<file path="config.mk">
export PLATFORM = sky130hd
export DESIGN_NAME = game_sequencer
export DESIGN_NICKNAME = d
export VERILOG_FILES = /design/src/rtl/game_sequencer.sv
export SDC_FILE = /design/constraint.sdc
export NUM_CORES = 1
export LEC_CHECK = 0
export CORE_ASPECT_RATIO = 1.2
export CORE_MARGIN = 10
export CORE_UTILIZATION = 45
export CTS_CLUSTER_SIZE = 28
export DETAILED_ROUTE_END_ITERATION = 8
export DONT_BUFFER_PORTS = 1
export GPL_TIMING_DRIVEN = 1
export PLACE_DENSITY_LB_ADDON = 0.2
export SLEW_MARGIN = 10
export SYNTH_ARGS = -nofsm -noshare
export SYNTH_HDL_FRONTEND = slang
export SYNTH_SLANG_ARGS = --single-unit
</file>
<file path="constraint.sdc">
create_clock -name clock -period 3 [get_ports clock]
set_input_delay 0.3 -clock clock [delete_from_list [all_inputs] [get_ports clock]]
set_output_delay 0.3 -clock clock [all_outputs]
set_load 0.03 [all_outputs]
</file>
<file path="src/rtl/game_sequencer.sv">
// Turn-and-move sequencer for the 16x16 five-in-a-row board.
// States: IDLE wait for buttons | PROBE read target cell | WRITE strobe stone | SETTLE let checker settle | EVAL win/draw/pass | OVER frozen until reset
module game_sequencer #(
    parameter int TIMEOUT_CYCLES = 500_000_000,
    parameter int TIMER_W        = 29,
    parameter int SETTLE_CYCLES  = 2
) (
    input  logic       clock,
    input  logic       reset,
    input  logic       btn_put,
    input  logic       btn_right,
    input  logic       btn_down,
    input  logic [1:0] cell_state,
    input  logic [1:0] check_ans,
    output logic [7:0] cursor,
    output logic       wr_en,
    output logic [1:0] wr_color,
    output logic [1:0] turn,
    output logic [8:0] move_count,
    output logic       busy,
    output logic       reject,
    output logic       timeout,
    output logic       game_over,
    output logic [1:0] winner,
    output logic       draw
);

    typedef enum logic [2:0] {
        S_IDLE, S_PROBE, S_WRITE, S_SETTLE, S_EVAL, S_OVER
    } state_t;

    localparam int SET_W = (SETTLE_CYCLES > 1) ? $clog2(SETTLE_CYCLES) : 1;
    localparam logic [SET_W-1:0]   SETTLE_LAST = SET_W'(SETTLE_CYCLES - 1);
    localparam bit                 TIMEOUT_EN  = (TIMEOUT_CYCLES > 0);
    localparam logic [TIMER_W-1:0] TIMER_LAST  = TIMER_W'(TIMEOUT_EN ? TIMEOUT_CYCLES - 1 : 0);

    state_t             state;
    logic [TIMER_W-1:0] timer;
    logic [SET_W-1:0]   settle_cnt;
    logic               put_prev, right_prev, down_prev;
    logic               put_edge, right_edge, down_edge;

    assign put_edge   = btn_put   & ~put_prev;
    assign right_edge = btn_right & ~right_prev;
    assign down_edge  = btn_down  & ~down_prev;

    always_ff @(posedge clock) begin
        // prev tracks the level even in reset so a held button never fires
        put_prev   <= btn_put;
        right_prev <= btn_right;
        down_prev  <= btn_down;
        if (reset) begin
            state      <= S_IDLE;
            timer      <= '0;
            settle_cnt <= '0;
            cursor     <= 8'h00;
            wr_en      <= 1'b0;
            wr_color   <= 2'b00;
            turn       <= 2'b01;
            move_count <= 9'd0;
            busy       <= 1'b0;
            reject     <= 1'b0;
            timeout    <= 1'b0;
            game_over  <= 1'b0;
            winner     <= 2'b00;
            draw       <= 1'b0;
        end else begin
            wr_en    <= 1'b0;
            wr_color <= 2'b00;
            reject   <= 1'b0;
            timeout  <= 1'b0;
            case (state)
                S_IDLE: begin
                    if (put_edge) begin
                        state <= S_PROBE;
                        busy  <= 1'b1;
                        timer <= '0;
                    end else begin
                        if (right_edge) cursor[3:0] <= cursor[3:0] + 4'd1;
                        if (down_edge)  cursor[7:4] <= cursor[7:4] + 4'd1;
                        if (TIMEOUT_EN) begin
                            if (timer == TIMER_LAST) begin
                                turn    <= ~turn;
                                timer   <= '0;
                                timeout <= 1'b1;
                            end else begin
                                timer <= timer + 1'b1;
                            end
                        end
                    end
                end
                S_PROBE: begin
                    if (cell_state != 2'b00) begin
                        state  <= S_IDLE;
                        busy   <= 1'b0;
                        reject <= 1'b1;
                    end else begin
                        state      <= S_WRITE;
                        wr_en      <= 1'b1;
                        wr_color   <= turn;
                        move_count <= move_count + 9'd1;
                    end
                end
                S_WRITE: begin
                    state      <= S_SETTLE;
                    settle_cnt <= SETTLE_LAST;
                end
                S_SETTLE: begin
                    if (settle_cnt == '0) state <= S_EVAL;
                    else                  settle_cnt <= settle_cnt - 1'b1;
                end
                S_EVAL: begin
                    busy <= 1'b0;
                    if (check_ans == 2'b01 || check_ans == 2'b10) begin
                        state     <= S_OVER;
                        winner    <= check_ans;
                        game_over <= 1'b1;
                    end else if (move_count == 9'd256) begin
                        state     <= S_OVER;
                        draw      <= 1'b1;
                        game_over <= 1'b1;
                    end else begin
                        state <= S_IDLE;
                        turn  <= ~turn;
                        timer <= '0;
                    end
                end
                S_OVER: begin
                end
                default: state <= S_IDLE;
            endcase
        end
    end

endmodule
</file>
Yosys cells after proc, flatten, opt, wreduce, memory -nomap -nowiden
Index checks and enable logic that the tools add are counted.
{"block": "op_classes", "reduce_logical": 20, "n_addsub": 5, "n_bitwise": 13, "eq_ne": 16, "muxes": 26}
{"op": "two-way mux 29 bit", "n": 4}
{"op": "one-hot mux 29 bit (2 select lines)", "n": 1}
{"op": "adder 29 x 1 -> 29 bit (second input constant)", "n": 1}
{"op": "equality test 29 bit (second input constant)", "n": 1}
{"op": "one-hot mux 3 bit (6 select lines)", "n": 1}
{"op": "AND reduction 3 bit", "n": 6}
{"op": "!= test 2 bit (second input constant)", "n": 7}
{"op": "two-way mux 3 bit", "n": 4}
{"op": "two-way mux 2 bit", "n": 5}
{"op": "adder 9 x 1 -> 9 bit (second input constant)", "n": 1}
{"op": "equality test 9 bit (second input constant)", "n": 1}
{"op": "NOT 1 bit", "n": 9}
{"op": "adder 4 x 1 -> 4 bit (second input constant)", "n": 2}
{"op": "two-way mux 1 bit", "n": 8}
{"op": "nonzero test 2 bit", "n": 4}
{"op": "equality test 3 x 2 -> 1 bit (second input constant)", "n": 2}
{"op": "equality test 3 bit (second input constant)", "n": 2}
{"op": "AND reduction 2 bit", "n": 3}
{"op": "OR reduction 3 bit", "n": 2}
{"op": "AND reduction 5 bit", "n": 1}
{"op": "one-hot mux 2 bit (2 select lines)", "n": 1}
{"op": "AND 1 bit", "n": 3}
{"op": "equality test 3 x 1 -> 1 bit (second input constant)", "n": 1}
{"op": "logical NOT 3 bit", "n": 1}
{"op": "9 further kinds", "n": 9}
{"block": "word_totals", "elab_cells": 98, "reg_bits": 65, "input_bits": 9}

Longest topological paths before layout
{"block": "depth", "ltp_word": 4, "mapped_depth": 9, "mapped_depth_nobuf": 7}

Worst setup path after synthesis
OpenSTA, ideal clock, no wires.
{"block": "synth_timing", "kind": "register to register", "startpoint": "register move_count[0]", "endpoint": "register turn[1]", "setup_time_ns": 0.121, "arrival_ns": 2.182, "n_path_buf": 0, "synth_period_minus_slack_ns": 2.303, "t_required_ns": 2.879, "stages_incl_launch_ff": 8, "setup_slack_ns": 0.697, "cell_sequence": "dfxtp_1 > inv_1 > ha_1 > or4b_1 > o21ai_2 > nor2_1 > a21oi_1 > mux2_2"}
{"block": "synth_between", "elab_chain_cells": 3}
{"item": "start, declared", "line": "19", "rtl": "output logic [8:0] move_count,"}
{"item": "start signal, assigned", "line": "101", "rtl": "move_count <= move_count + 9'd1;"}
{"item": "equality test 9 bit", "line": "118", "rtl": "end else if (move_count == 9'd256) begin"}
{"item": "!= test 2 bit (no line)"}
{"item": "AND reduction 5 bit (no line)"}
{"item": "end signal, assigned", "line": "83", "rtl": "turn <= ~turn;"}
{"item": "end signal, assigned", "line": "124", "rtl": "turn <= ~turn;"}
{"item": "end, declared", "line": "18", "rtl": "output logic [1:0] turn,"}
No other way between the ends.
A chain may end at the register's enable or synchronous reset.

Worst setup path after layout
{"block": "layout_timing", "startpoint": "register move_count[8]", "endpoint": "register timer[15]"}
{"block": "layout_between", "elab_chain_cells": 3}
{"item": "equality test 9 bit", "line": "118"}
{"item": "!= test 2 bit (no line)"}
{"item": "AND reduction 3 bit (no line)"}
{"item": "end signal, assigned", "line": "87", "rtl": "timer <= timer + 1'b1;"}
{"item": "end, declared", "line": "38", "rtl": "logic [TIMER_W-1:0] timer;"}
No other way between the ends.

==> results.sh <==
export IMPL_outcome="finished, final reports clean"
export IMPL_cts_setup_buffers=0
export IMPL_hp_start="reset"
export IMPL_yosys_cell_types_count=50
export IMPL_synth_seq_area_share_pct=41.0
export IMPL_hold_end="move_count[0]"
export IMPL_start_util_pct=46.3
export IMPL_routed_via_density=5.56
export IMPL_netlist_instances=350
export IMPL_drv_cap=0
export IMPL_synth_compound_area_share_pct=15.4
export IMPL_vdd_drop_max_v=0.000251
export IMPL_crit_path_start="move_count[8]"
export IMPL_path_buf_inv=0
export IMPL_fp_dieH_um=112
export IMPL_cp_end_kind="flop"
export IMPL_r2r_end="timer[15]"
export IMPL_dpl_hpwl_um=4780
export IMPL_layout_setup_ws_ns=0.563
export IMPL_die_area_um2=10800
export IMPL_io_pins=38
export IMPL_drt_pass1_iterations=4
export IMPL_synth_flop_cell="dfxtp_1"
export IMPL_clock_path_buffers=2
export IMPL_pre_cts_ws_ns=0.573
export IMPL_cts_sinks=65
export IMPL_num_rows=33
export IMPL_r2r_start="move_count[8]"
export IMPL_holdCritPathClass="in -> reg"
export IMPL_fin_tns_setup_ns=0
export IMPL_syn_num_nets=364
export IMPL_tritoncts="done"
export IMPL_drive_above_1_share_pct=12.7
export IMPL_worstSetupPathType="reg -> reg"
export IMPL_ant_nets=0
export IMPL_clock_skew_ns=0.0126
export IMPL_min_period_ns=2.44
export IMPL_synth_enable_flop_cells=0
export IMPL_antennaDiodeCount=0
export IMPL_clkLatencyLatePin_ns=0.36
export IMPL_synthAdderAreaFrac_pct=1.97
export IMPL_nets=372
export IMPL_clkPwrFrac_pct=42.2
export IMPL_synth_xor_area_share_pct=10.2
export IMPL_cts_hold_buf=6
export IMPL_syn_cell_area_um2=3170
export IMPL_async_flop_share_pct=0
export IMPL_syn2layout_area_growth_pct=11.5
export IMPL_drc=0
export IMPL_hold_slack_ns=0.0188
export IMPL_cp_max_fo=29
export IMPL_yosysWarnings=0
export IMPL_ctsResizeCount=0
export IMPL_crit_chain="or4b_1 > o211ai_2 > nand2_1 > o21a_1 > a211oi_1"
export IMPL_synthSimpleGateAreaFrac_pct=25.5
export IMPL_hold_violations=0
export IMPL_period_share_pct=81.2
export IMPL_setup_viol=0
export IMPL_port_buffers=0
export IMPL_track_usage_pct=13.2
export IMPL_final_core_util_pct=51.6
export IMPL_synth_mux_area_share_pct=1.62
export IMPL_core_area_um2=6850
export IMPL_numCtsBuffers=9
export IMPL_switching_share_pct=26.1
export IMPL_total_power_mw=1.81
export IMPL_internal_power_mw=1.34
export IMPL_holdPathStages=1
export IMPL_combPwrFrac_pct=7.6
export IMPL_critical_path_top_delay_family="compound AO/OA/AOI/OAI gates"
export IMPL_p_leak_nw=1.14
export IMPL_die_x_um=96.6
export IMPL_powerDensity_nw_per_um2=511
export IMPL_vias=2501
export IMPL_arrival_ns=2.69
export IMPL_finish_instance_area_um2=3540
export IMPL_startpoint_type="flop"
export IMPL_synth_top_family_by_area="simple AND/OR/NAND/NOR gates"
export IMPL_grt_pass1_vias=2423
export IMPL_clockRootBuffer="clkbuf_8"
export IMPL_h_tree_depth=3
export IMPL_drt_iter0_drc=124
export IMPL_power_switching_mw=0.472
export IMPL_rsz0062_at_grt="false"
export IMPL_wirelength_um=7230
export IMPL_fmax_mhz=410
export IMPL_dp_cells=427
export IMPL_p_seq_share_pct=50.2
export IMPL_grt_pass1_wl_um=12100
export IMPL_antenna_found_initial=0
export IMPL_overflow=0
export IMPL_rrSetupSlack_ns=0.56
export IMPL_syn_area_per_cell_um2=9.06
export IMPL_routedWlPerCell_um=16.1
export IMPL_grt_max_degree=53
export IMPL_instances_no_fill=450
export IMPL_slowest_stage="dfxtp_1"
export IMPL_path_clk_slew_ns=0.08
export IMPL_synth_seq_cells=65
export IMPL_worst_pin_slew_ns=1.08
export IMPL_cp_required_ns=3.25
export IMPL_drv_slew=0
export IMPL_slew_headroom_pct=28.3
export IMPL_ff2ff_path_depth=5
export IMPL_slowest_delay_ns=0.56
export IMPL_gp_congestion=0.783
export IMPL_place_area_um2=3260
power by group through the flow:
| stage | Combinational [mW] | Sequential, mW | Clock [mW] |
|---|---|---|---|
| floorplan | 0.113 | 0.922 | 0 |
| global placement | 0.126 | 0.928 | 0 |
| detailed placement | 0.126 | 0.928 | 0 |
| CTS | 0.137 | 0.908 | 0.792 |
| global route | 0.153 | 0.912 | 0.819 |
| finish | 0.137 | 0.908 | 0.762 |
registers in the layout, indices dropped and copies added (netlist names), 2 cells and up:
name	count
timer	29
move_count	9
cursor	8
state	3
turn	2
winner	2
wr_color	2
per-layer routing:
layer | vias up | track usage, % | wire length, µm
met4 | 0 | 5.91 | 105
met1 | 1179 | 15.0 | 3270
li1 | 1263 | - | -
met3 | 10 | 5.13 | 444
met5 | - | 0 | 0
met2 | 49 | 21.6 | 3410
how the worst max path moves through the flow:
stage | end | depth (start not counted)
2_1_floorplan | turn[1] | 7
3_3_place_gp | timer[7] | 5
3_5_place_dp | timer[28] | 5
4_1_cts | timer[16] | 5
5_1_grt | timer[28] | 6
6_report | timer[15] | 5
cells in the final DEF, fill, tap and decap left out, types with 2 or more instances in the layout:
master          n
inv_1           9
nand3_1        14
or4b_1          2
and2_1          9
or3_1           6
clkinvlp_4      3
nor2b_1         6
or4_1           2
mux2i_1         4
xor2_1          7
nand2_1        24
dlygate4sd3_1   7
a211oi_1       12
nand2b_1        2
buf_4          11
o21a_1          2
nand4_1         5
o21ai_0        10
nand3b_1        3
nor4b_1         3
a2111oi_0       3
ha_1            5
nand4b_1        2
nor3_1         28
xnor2_1        30
and3_1          3
a2111oi_4       3
and4_1          5
nor2_1         23
a21oi_1        20
a2111oi_2       4
or2_2           2
dfxtp_1        65
clkbuf_8       10
kinds of logic after synthesis:
| group | count (synthesis) |
|---|---|
| AOI/OAI and AO/OA | 61 |
| xor gates and xnor gates | 37 |
| adders and majority gates | 5 |
| buffers and inverters | 30 |
| DFF | 65 |
| muxes | 5 |
| and+or+nand+nor | 147 |
synth_stat cells, types with 2 or more instances:
library cell / n / area [µm²]
nor3_1: 28 / 140
and4_1: 5 / 43.8
buf_2: 8 / 40.0
xnor2_1: 30 / 263
nand2_1: 24 / 90.1
nand4b_1: 2 / 17.5
a2111oi_4: 3 / 82.6
a2111oi_2: 4 / 60.1
nor2b_1: 6 / 37.5
nand4_1: 5 / 31.3
nand3_1: 14 / 70.1
inv_1: 9 / 33.8
a21oi_1: 20 / 100
o21a_1: 2 / 15.0
or2_2: 2 / 12.5
a2111oi_0: 3 / 26.3
and2_1: 9 / 56.3
a211oi_1: 12 / 90.1
mux2i_1: 4 / 40.0
or4b_1: 2 / 20.0
dfxtp_1: 65 / 1300
or3_1: 6 / 37.5
xor2_1: 7 / 61.3
nand3b_1: 3 / 22.5
ha_1: 5 / 62.6
nand2b_1: 2 / 12.5
o21ai_0: 10 / 50.1
and3_1: 3 / 18.8
nor4b_1: 3 / 26.3
nor2_1: 23 / 86.3
clkbuf_1: 11 / 41.3
or4_1: 2 / 15.0
cell type report:
type | count | area (µm²)
sequential | 65 | 1300
multi-input combinational | 255 | 1740
tap | 87 | 109
inverter | 9 | 33.8
clock inverter | 6 | 66.3
fill | 656 | 3320
timing repair buffer | 18 | 153
clock buffer | 10 | 138
Power figures use the tool's default switching activity.
